--- src/rtl/if_fetch_unit_pkg.sv ---
// if_fetch_unit_pkg: fetch state encoding and IF-stage constants shared with IF/ID and hazard logic
package if_fetch_unit_pkg;
  typedef enum logic {S_REQ, S_FULL} fetch_state_t;
  localparam logic [31:0] NOP_INSTR    = 32'h0;
  localparam logic [31:0] DEF_RESET_PC = 32'h0000_3000;
  localparam logic [31:0] DEF_IM_BASE  = 32'h0000_3000;
  localparam logic [31:0] DEF_IM_SIZE  = 32'h0000_4000;
endpackage

--- src/rtl/if_pc_next.sv ---
// if_pc_next: next-PC select for a consumed fetch (live redirect, pending target, or pc+4)
module if_pc_next (
  input  logic [31:0] pc,
  input  logic        pending,
  input  logic [31:0] pending_pc,
  input  logic        redirect_valid,
  input  logic [31:0] redirect_pc,
  output logic [31:0] pc_add4,
  output logic [31:0] next_pc
);
  always_comb begin
    pc_add4 = pc + 32'd4;
    next_pc = redirect_valid ? redirect_pc : pending ? pending_pc : pc_add4;
  end
endmodule

--- src/rtl/if_fetch_unit.sv ---
// if_fetch_unit: MIPS IF stage with PC, one-outstanding imem request and delay-slot redirect.
// Define IF_ADDR_CHECK_EN to add the fetch address check and the fetch_adel port.
module if_fetch_unit import if_fetch_unit_pkg::*; #(
  parameter logic [31:0] RESET_PC = DEF_RESET_PC
`ifdef IF_ADDR_CHECK_EN
  , parameter logic [31:0] IM_BASE = DEF_IM_BASE,
  parameter logic [31:0] IM_SIZE = DEF_IM_SIZE
`endif
) (
  input  logic        clk,
  input  logic        reset,
  input  logic        stall,
  input  logic        redirect_valid,
  input  logic [31:0] redirect_pc,
  output logic        imem_req,
  output logic [31:0] imem_addr,
  input  logic        imem_ack,
  input  logic [31:0] imem_rdata,
  output logic        fetch_valid,
  output logic [31:0] instr_out,
  output logic [31:0] pc_out,
  output logic [31:0] pc_add4_out
`ifdef IF_ADDR_CHECK_EN
  , output logic      fetch_adel
`endif
);
  fetch_state_t state;
  logic [31:0] pc, buffer, pending_pc, pc_next, pc_add4;
  logic pending, addr_ok;
`ifdef IF_ADDR_CHECK_EN
  logic adel;
  assign addr_ok = pc[1:0] == 2'b00 && pc >= IM_BASE && pc - IM_BASE < IM_SIZE;
  assign fetch_adel = adel;
`else
  assign addr_ok = 1'b1;
`endif
  if_pc_next u_pc_next (
    .pc(pc), .pending(pending), .pending_pc(pending_pc),
    .redirect_valid(redirect_valid), .redirect_pc(redirect_pc),
    .pc_add4(pc_add4), .next_pc(pc_next)
  );
  assign imem_req    = state == S_REQ && addr_ok;
  assign imem_addr   = pc;
  assign fetch_valid = state == S_FULL;
  assign instr_out   = fetch_valid ? buffer : NOP_INSTR;
  assign pc_out      = pc;
  assign pc_add4_out = pc_add4;
  always_ff @(posedge clk) begin
    if (reset) begin
      state      <= S_REQ;
      pc         <= RESET_PC;
      buffer     <= NOP_INSTR;
      pending    <= 1'b0;
      pending_pc <= '0;
`ifdef IF_ADDR_CHECK_EN
      adel       <= 1'b0;
`endif
    end else if (state == S_REQ) begin
      // the in-flight fetch is the delay slot; the target waits for the next fetch
      if (!stall && redirect_valid) begin
        pending    <= 1'b1;
        pending_pc <= redirect_pc;
      end
`ifdef IF_ADDR_CHECK_EN
      if (!addr_ok) begin
        buffer <= NOP_INSTR;
        adel   <= 1'b1;
        state  <= S_FULL;
      end else
`endif
      if (imem_ack) begin
        buffer <= imem_rdata;
        state  <= S_FULL;
      end
    end else if (!stall) begin
      pc      <= pc_next;
      pending <= 1'b0;
      state   <= S_REQ;
`ifdef IF_ADDR_CHECK_EN
      adel    <= 1'b0;
`endif
    end
  end
endmodule

--- config.mk ---
export PLATFORM = sky130hd
export DESIGN_NAME = if_fetch_unit
export DESIGN_NICKNAME = d
export VERILOG_FILES = /design/src/rtl/if_fetch_unit_pkg.sv /design/src/rtl/if_pc_next.sv /design/src/rtl/if_fetch_unit.sv
export SDC_FILE = /design/constraint.sdc
export NUM_CORES = 1
export LEC_CHECK = 0
export BUFFER_PORTS_ARGS = -buffer_cell sky130_fd_sc_hd__buf_2
export CAP_MARGIN = 20
export CORE_ASPECT_RATIO = 0.6
export CORE_UTILIZATION = 54
export CTS_CLUSTER_SIZE = 30
export DETAILED_ROUTE_END_ITERATION = 6
export HOLD_SLACK_MARGIN = 0.12
export PLACE_DENSITY = 0.87
export SYNTH_ARGS = -nofsm -noshare
export SYNTH_HDL_FRONTEND = slang
export SYNTH_HIERARCHICAL = 1
export SYNTH_SLANG_ARGS = --single-unit
export TNS_END_PERCENT = 5
--- constraint.sdc ---
create_clock -name clk -period 3.05 [get_ports clk]
set_clock_uncertainty 0.05 [all_clocks]
set_input_delay 0.4575 -clock clk [delete_from_list [all_inputs] [get_ports clk]]
set_output_delay 0.4575 -clock clk [all_outputs]
set_load 0.01 [all_outputs]
**After elaboration in Yosys (flattened, before gate mapping)**

Index checks and enable logic that the tools add are counted.
Widths: inputs -> output; s select.

- Flip-flop bits (word level): 98
- Input port bits: 69
- Output and inout port bits: 130
- Logic and storage cells: 25

- Add/subtract/negate cells: 1
- Eq/ne operators: 1
- Multiplexer cells: 9
- Bitwise logic cells: 2
- Reductions and logical operators: 7

Operator list:

| kind | number |
|---|---|
| $mux 32 | 3 |
| $add 32x3->32 const B | 1 |
| $reduce_and 2->1 | 4 |
| $mux 1 | 6 |
| $ne 2x2->1 const B | 1 |
| $not 1->1 | 2 |
| $reduce_bool 2->1 | 1 |
| $logic_and 1x1->1 | 1 |
| $logic_not 1->1 | 1 |

**Logic depth before layout (Yosys ltp)**

Gate-level depths: netlist (run 1).

- Word-level depth: 4
- Mapped depth: 9

**Cells and area by module**

The synthesis (run 1) kept the hierarchy.

By module, submodules not included:

| module | instances | cells an instance | area each (sq um) | seq. area each (sq um) |
|---|---|---|---|---|
| if_fetch_unit | 1 | 499 | 3902.5 | 1961.9 |
| if_pc_next | 1 | 215 | 1431.4 | 0.0 |

**Worst setup path after synthesis (run 1)**

No wires, ideal clock.

- Path kind: register -> output
- From: register pc[2], in the netlist imem_addr[2]
- To: output port pc_add4_out[30]
- Arrival: 1.653 ns
- Required time: 2.542 ns
- Path slack: 0.890 ns
- Stages on the path, launching flop included: 7
- Buffers on the path: 1
- Cell sequence: dfxtp_1 -> ha_1 -> and3_1 -> buf_2 -> nand4_1 -> o31a_1 -> or2_1

- Cells in the longest elaborated chain, start to end: 1

Ends and longest elaborated chain:

| element | RTL line | text |
|---|---|---|
| start: declaration | if_fetch_unit.sv:28 | `logic [31:0] pc, buffer, pending_pc, pc_next, pc_add4;` |
| start signal: assignment | if_fetch_unit.sv:76 | `pc <= pc_next;` |
| $add 32x3->32 | if_pc_next.sv:12 | `pc_add4 = pc + 32'd4;` |
| end: declaration | if_fetch_unit.sv:22 | `output logic [31:0] pc_add4_out` |

Every way passes these cells.

**Worst setup path in the final report (run 1)**

- From: register pc[6], in the netlist imem_addr[6]
- To: output port pc_add4_out[23]

Same word-level chain as after synthesis.

==> run summary, run 1 <==
The time the final worst path needs with I/O delays and setup came out at slightly below 3 ns. The switching power is 0.0007454 W. The number of gates resized after CTS was 0. The count of nets left with antenna violations once routing finished came out at 0. The maximum operating frequency is 0.3394 GHz. In the post-synthesis netlist, the biggest area contributors are dfxtp_1 (37%), nand2_1 (16%), a21oi_1 (9.1%).

The cell depth of the worst min-delay path is 3. The overflow left after global routing came out at 0. The deepest level of the CTS H-tree is 3. Synthesis instantiated 46 different standard cells from the library. The library cell used most frequently in the layout, excluding fill and tap cells, is nand2_1. The quantity of I/O buffers inserted on ports came out at 198.

The clock reaches the later pin of the worst-skew pair after about 0.34 ns. The die outline height came out at 78.99 um. The pin count of the biggest net entering global routing came out at between 60 and 70. The number of vias per cell after detailed routing is 5.324. The aggregate routed wire length came out at roughly 14 mm. The net count after synthesis came out at just under 800. Of the total power, the share spent switching nets is 0.2642. The async set or reset register ratio after synthesis came out at 0. The final layout net count is 920.

The depth of the worst register-to-register path came out at 7. The proportion of power drawn by combinational gates came out at 0.138. Routability-driven placement finished with a final weighted congestion of 0.9011. dfxtp_1 takes more of the synthesized area than any other cell. Dividing the final minimum period by the clock period gives 0.9659.

Setup repair after global routing left no endpoint under its margin. The worst setup path is captured at an output pin. The number of failing hold endpoints at the final stage came out at 0. The critical path required time is 2.54 ns.

In this run the deepest clock path goes through 2 buffers. The buffer cell driving the clock tree root is clkbuf_16. Across every metal layer, demand over resource in global routing totals 0.2784.

In this run the power density over the cells is 444.2 nW/um2. The overall via count from detail_route came out at approximately 5,200. The detailed router finished its first iteration with roughly 350 violations. The share of final-layout standard cells stronger than drive strength 1 is 0.2854. The setup TNS after final layout came out at 0 ns. The mean area per synthesized cell came out at roughly 7.5 um2.

The number of instances in the synthesized netlist is 714. The category of the critical setup timing path is reg2out. The share of synthesized area occupied by flip-flops and latches is 0.3678. In this run, synthesis produced a sequential element count of 98. For this run, the leading register cell type out of synthesis is dfxtp_1. The via count of the first global-routing pass came out at 4,623. The area share of the largest cell type after synthesis is 0.3678. The die width came out at 130.3 um. The global-route wire length before repair is 22.36 mm. After synthesis the cells add up to 5334 um2. The average routed wire per standard cell came out at approximately 14 um.

The capturing point of the worst reg2reg path is imem_addr[23]. The worst-path maximum fanout came out at 10. STA classifies the critical path startpoint as a flip-flop. The startpoint of the worst hold path is imem_rdata[20]. The CTS tree is yes. The clock transition at the registers of the reported paths is 0.07 ns. The count of standard-cell rows is 27. The total power is 0.002821 W. The area of the placeable core came out at 9392 um2.

For the worst setup path, the data arrival time is 2.44 ns. The count of unresolved DRC violations after routing came out at 0. The clock share of power came out at 0.371. The number of antenna diodes in the final layout is 0. The path class of the tightest hold or removal check is in2reg.

The number of antenna violations at the first check in global routing is 0. The first-pass iteration count of the detailed router came out at 5. The setup slack of the most critical reg-to-reg path came out at 0.72 ns. The effective utilization at floorplan came out at 0.5679. The peak ir drop on the vdd network came out at between 300 and 400 uV. After legalization and detailed placement, the total HPWL measured 9.832 mm. The number of flops mapped to enable cells by yosys is 0. The worst-case headroom to the max-slew limit came out at 0.5391. The post-CTS setup repair buffer count came out at 0. The count of hold buffers inserted by post-cts repair came out at 0. The number of buffers created by CTS came out at 9. The number of I/O pins is 199. The area overhead of the layout relative to synthesis is 19.07%.

The worst register-to-register path begins at imem_addr[6]. In the layout the commonest cells are nand2_1 (230), buf_2 (198), a21oi_1 (97), dfxtp_1 (97), and2_1 (35). The floorplan die area came out at 10,290 um2. The worst hold path terminates at buffer[20]. The total count of max-transition violations in the final report is 0. The number of fill cells is 852.

The analysis attributes to cell leakage a power of 2.948 nW. The slew of the pin with the lowest slew margin is 0.6913 ns. The internal portion of total power is just over 0.002 W.

The run finished with clean final reports. The count of final setup violators is 0. The total of max-cap violations is 0. The sequential share of power came out at 0.491.

The count of synthesis-stage warnings from yosys came out at 6. The number of clock sinks seen by CTS came out at just under 100.
-- worst max-delay path by stage --
stage	cells past startpoint	start	slack (ns)	endpoint
after floorplan	6	imem_addr[2]	0.89	pc_add4_out[30]
after detailed placement	5	imem_addr[6]	0.50	pc_add4_out[23]
after CTS	5	imem_addr[6]	0.11	pc_add4_out[23]
after global placement	5	imem_addr[6]	0.62	pc_add4_out[31]
final	5	imem_addr[6]	0.10	pc_add4_out[23]
after global routing	5	imem_addr[6]	0.007	pc_add4_out[23]
-- layer usage --
layer  share of wire  track usage
met1            0.44       0.3683
met2            0.44       0.4335
met3            0.10      0.09232
met4           0.013      0.07326
met5               0            0
-- power groups by stage --
stage | sequential (W) | clock, W | combinational (W)
detailed placement | 0.00141 | 0 | 0.000389
global placement | 0.00141 | 0 | 0.000385
global route | 0.00139 | 0.00112 | 0.000434
floorplan | 0.00140 | 0 | 0.000267
finish | 0.00138 | 0.00105 | 0.000390
CTS | 0.00138 | 0.00106 | 0.000390
-- worst max-delay path, stage by stage, from the launching register on --
cell and delay [ns]:
dfxtp_1 0.46, and4_1 0.54, nand4_4 0.31, nor3_1 0.36
xor2_1 0.26, buf_2 0.18
-- stage by stage --
step	hold WS (ns)	utilization	worst slack, ns	instances	instance area (um2)
after floorplan	0.3812	-	0.8896	714	5334
after global placement	0.3884	0.6471	0.6192	969	6077
after detailed placement	0.3931	0.6471	0.4969	969	6077
after CTS	0.2884	0.6763	0.1066	985	6351
after global routing	0.2843	0.6763	0.006968	985	6351
final	0.2985	0.6763	0.1040	985	6351
-- flip-flops by register name, summed over array words and instances, names as in the netlist --
register / cells
pending: 1
buffer: 32
fetch_valid: 1
imem_addr: 32
pending_pc: 32
-- final cells by class --
cell class	count	area, um2	share of cell area
Multi-Input combinational cell	523	2808	0.4421
Sequential cell	98	1963	0.3091
Timing Repair Buffer	212	1121	0.1765
Inverter	6	22.52	0.003546
Tap cell	130	162.7	0.02561
Clock buffer	12	246.5	0.03881
Clock inverter	4	27.53	0.004334
-- logic make-up (layout without fill, tap and decap cells) --
family,after synthesis,after routing,synth area share
simple gates,335,335,0.2965
compound gates,145,145,0.1513
fa+ha+maj,1,1,0.002345
xor+xnor,22,22,0.03753
buf+inv,93,234,0.1067
flops,98,98,0.3678
mux,20,20,0.03777
-- synth_stat cells, types with 2 or more instances --
| library cell | number |
|---|---|
| buf_4 | 35 |
| a21oi_1 | 97 |
| nor4_1 | 3 |
| nand3b_1 | 2 |
| nor2_1 | 3 |
| xor2_1 | 9 |
| and4_1 | 4 |
| o31a_1 | 3 |
| nand4_1 | 8 |
| xnor2_1 | 12 |
| buf_2 | 23 |
| and2_1 | 35 |
| o31ai_1 | 6 |
| mux2i_1 | 19 |
| nor4_2 | 2 |
| o21ai_0 | 20 |
| dfxtp_1 | 98 |
| a22o_1 | 6 |
| buf_6 | 8 |
| a21o_1 | 6 |
| o21a_1 | 3 |
| a22oi_1 | 2 |
| buf_1 | 4 |
| inv_1 | 6 |
| and3_1 | 2 |
| nand2_1 | 230 |
| or2_2 | 5 |
| nand4_4 | 2 |
| clkbuf_1 | 17 |
| nor3_1 | 12 |
| nor2b_1 | 4 |
| nand2b_1 | 6 |
| nand3_1 | 9 |
Power figures use the tool's default switching activity.
==> inputs of run 2 (changes only) <==
--- a/config.mk
+++ b/config.mk
@@ -8,11 +8,11 @@
 export BUFFER_PORTS_ARGS = -buffer_cell sky130_fd_sc_hd__buf_2
 export CAP_MARGIN = 20
 export CORE_ASPECT_RATIO = 0.6
-export CORE_UTILIZATION = 54
+export CORE_UTILIZATION = 45
 export CTS_CLUSTER_SIZE = 30
 export DETAILED_ROUTE_END_ITERATION = 6
 export HOLD_SLACK_MARGIN = 0.12
-export PLACE_DENSITY = 0.87
+export PLACE_DENSITY = 0.77
 export SYNTH_ARGS = -nofsm -noshare
 export SYNTH_HDL_FRONTEND = slang
 export SYNTH_HIERARCHICAL = 1
==> constraint.sdc (replaced) <==
create_clock -name clk -period 2.5 [get_ports clk]
set_clock_uncertainty 0.05 [all_clocks]
set_input_delay 0.375 -clock clk [delete_from_list [all_inputs] [get_ports clk]]
set_output_delay 0.375 -clock clk [all_outputs]
set_load 0.01 [all_outputs]
==> run 2 against run 1 <==
Via count is 2.6% higher. Critical endpoint is now pc_add4_out[28]. Combinational power is 32% higher. Count of clock-buffer cells in the layout is 2 lower. Register-to-register slack worse by 0.33 ns. Flip-flop and latch count stayed put. Core utilization is 9.3 points lower. Largest power group unchanged. Hold slack worse by 0.083 ns. Clock power is 30% higher.
==> run summary, run 2 (synthesized netlist as in run 1, its figures left out) <==
Static timing analysis puts the maximum clock frequency at 0.4059 GHz. The first-pass iteration count of the detailed router is 5 (unchanged). The run finished with clean final reports. The post-route core utilization is 0.5837 (-0.09260).

The total of max-cap violations is 0 (unchanged). The effective utilization at floorplan is 0.4674 (-0.1005). The worst-case headroom to the max-slew limit is 0.5236 (-0.01547). The time the final worst path needs with I/O delays and setup came out at between 2 and 2.5 ns. The overflow left after global routing is 0 (unchanged). The number of buffers created by CTS is 9 (unchanged). The internal portion of total power is 0.002624 W (+26%).

The count of final setup violators came to 0 (unchanged). The worst hold path begins at imem_rdata[17]. The deepest level of the CTS H-tree is 3 (unchanged).

The cell depth of the worst min-delay path came to 3 (unchanged). The setup slack of the most critical reg-to-reg path came out at 0.39 ns (-0.33 ns). The capturing point of the worst reg2reg path is imem_addr[22]. The final hold slack was 0.2160 ns (-0.08252 ns). The via count of the first global-routing pass came out at 4,825 (+4.4%). The number of failing hold endpoints at the final stage came out at 0 (unchanged).

The floorplan die area was 12,310 um2 (+20%). The count of unresolved DRC violations after routing is 0 (unchanged). The category of the critical setup timing path is reg2out.

The detailed placement HPWL came out at 10.78 mm (+9.6%). The number of vias per cell after detailed routing is 5.177 (-2.8%). The arrival time of the worst setup path came out at 2.04 ns (-0.40 ns). The overall via count from detail_route came out at 5,379 (+2.6%). The type of the tightest min-delay check is in2reg. The number of antenna violations at the first check in global routing is 0 (unchanged). The antenna diode instance count came out at 0 (unchanged). The critical path required time was 2.08 ns (-0.46 ns). The final layout net count is 945 (+2.7%). The sequential share of power came out at 0.470 (-0.021).

From synthesis to final layout, the design area changed by 24.87%. The worst-path maximum fanout came out at 6 (-4). The worst path setup slack after routing came out at 0.03614 ns (-0.06789 ns).

The count of hold buffers inserted by post-cts repair is 0 (unchanged). The reg-to-reg startpoint is imem_addr[3]. The count of standard-cell rows is 30 (+11%). The die width came out at 142.6 um (+9.4%). Dividing the final minimum period by the clock period gives 0.9855. The number of clock sinks seen by CTS was 98 (unchanged). CTS placed an instance of clkbuf_16 at the clock tree root.

The clock insertion delay at the later pin of the skew report is 0.34 ns (about the same). The global-route wire length before repair is 24.41 mm (+9.1%). The number of I/O pins is 199 (unchanged). The library cell used most frequently in the layout, excluding fill and tap cells, is nand2_1.

The antenna violation net count after detailed routing came out at 0 (unchanged). The top cell types in the final layout, fill and taps aside, are nand2_1 (230), buf_2 (197), a21oi_1 (97). The switching share of power is 0.2638 (-0.0003825). The peak ir drop on the vdd network is 302.6 uV (-2.9%).

The standby leakage power came out at 3.088 nW (+4.7%). The quantity of I/O buffers inserted on ports is 198 (unchanged). The placement-stage worst setup slack is 0.2473 ns (-0.2496 ns). TritonCTS built the clock tree. The die outline height was 86.33 um (+9.3%). The clock share of power was 0.385 (+0.014). The critical path starts at imem_addr[3].

The weighted congestion reported at the end of routability-driven placement is 0.9337 (+3.6%). For hold timing, the worst endpoint is buffer[17]. The depth of the worst register-to-register path was 9 (+2). Setup repair after global routing could not meet its margin everywhere. The number of fill cells came out at 1,135 (+33%). The clock transition at the registers of the reported paths is 0.07 ns (about the same). The switching power came out at 0.0009406 W (+26%). The violation count after the first detailed-route iteration is 342 (-1.2%). The total track usage came out at 0.2501 (-0.02839). The proportion of power drawn by combinational gates is 0.145 (+0.007). The total count of max-transition violations in the final report came out at 0 (unchanged). The slew of the pin with the lowest slew margin came out at 0.7136 ns (+0.02222 ns). The power density normalized to cell area is 535.3 nW/um2 (+21%). The sort of element at the end of the critical path is an output pin. The number of buffers between clock root and the deepest sink is 2 (unchanged). The final standard cell area without fillers is 6660 um2 (+4.9%). The area of the placeable core came out at 11,410 um2 (+22%). STA classifies the critical path startpoint as a flip-flop.

The share of final-layout standard cells stronger than drive strength 1 came to 0.3242 (+0.03885). The cell area reported after detailed placement is 6302 um2 (+3.7%). The pin count of the biggest net entering global routing is 54 (-13%).

The average routed wire per standard cell is 14.46 um (+1.7%). The aggregate routed wire length came out at 15.03 mm (+7.3%).
-- run 2: cell count changes in the layout (fill, tap and decap cells not counted), sizes merged --
cell / before / now
buf: 212 / 237
clkbuf: 12 / 10
clkinvlp: 0 / 1
bufinv: 0 / 1
inv: 6 / 8
clkinv: 4 / 1
-- run 2: per-stage QoR --
stage	total power, W	cells	setup TNS [ns]
2_1_floorplan	0.002037	714	0
3_3_place_gp	0.002218	1022	0
3_5_place_dp	0.002226	1022	0
4_1_cts	0.003603	1039	0
5_1_grt	0.003741	1039	-0.1228
6_report	0.003565	1039	0
-- run 2: final cells by class --
class                      instances  area, um2  area share
multi-input combinational        523       2845      0.4272
sequential                        98       1976      0.2966
timing repair buffer             237       1324      0.1988
clock buffer                      10      229.0     0.03438
tap                              160      200.2     0.03006
clock inverter                     5      63.81    0.009581
inverter                           6      22.52    0.003382
-- run 2: what timing repair did --
item | CTS | global route
pin swaps | 2 | 1
setup endpoints to repair | 13 | 14
buffers inserted | 2 | 0
gates resized for setup | 10 | 13
-- run 2: layer usage --
layer	vias to the layer above	GRT usage	wire length, um	part of all wire
met4	0	0.05572	130	0.0087
met1	2484	0.3540	7030	0.47
li1	2648	-	-	-
met2	230	0.3757	6375	0.42
met5	-	0	0	0
met3	17	0.07127	1492	0.099
-- run 2: how the worst max path moves through the flow --
stage,slack [ns],cells past startpoint,to
after global placement,0.32,5,pc_add4_out[31]
final,0.04,6,pc_add4_out[28]
after CTS,0.02,5,pc_add4_out[31]
after global routing,-0.05,7,pc_add4_out[30]
after floorplan,0.42,6,pc_add4_out[30]
after detailed placement,0.25,6,pc_add4_out[30]
-- run 2: power by group through the flow --
stage	logic, W	clock network [W]	registers (W)
CTS	0.000516	0.00141	0.00168
floorplan	0.000325	0	0.00171
detailed placement	0.000514	0	0.00171
finish	0.000515	0.00137	0.00168
global placement	0.000509	0	0.00171
global route	0.000574	0.00148	0.00169
-- run 2: worst max-delay path: stages (launching register included) --
cell and delay, ns:
dfxtp_2 0.38, ha_2 0.20, and3_4 0.21, nand2_1 0.13, nor4_2 0.40, xor2_1 0.22, buf_2 0.16
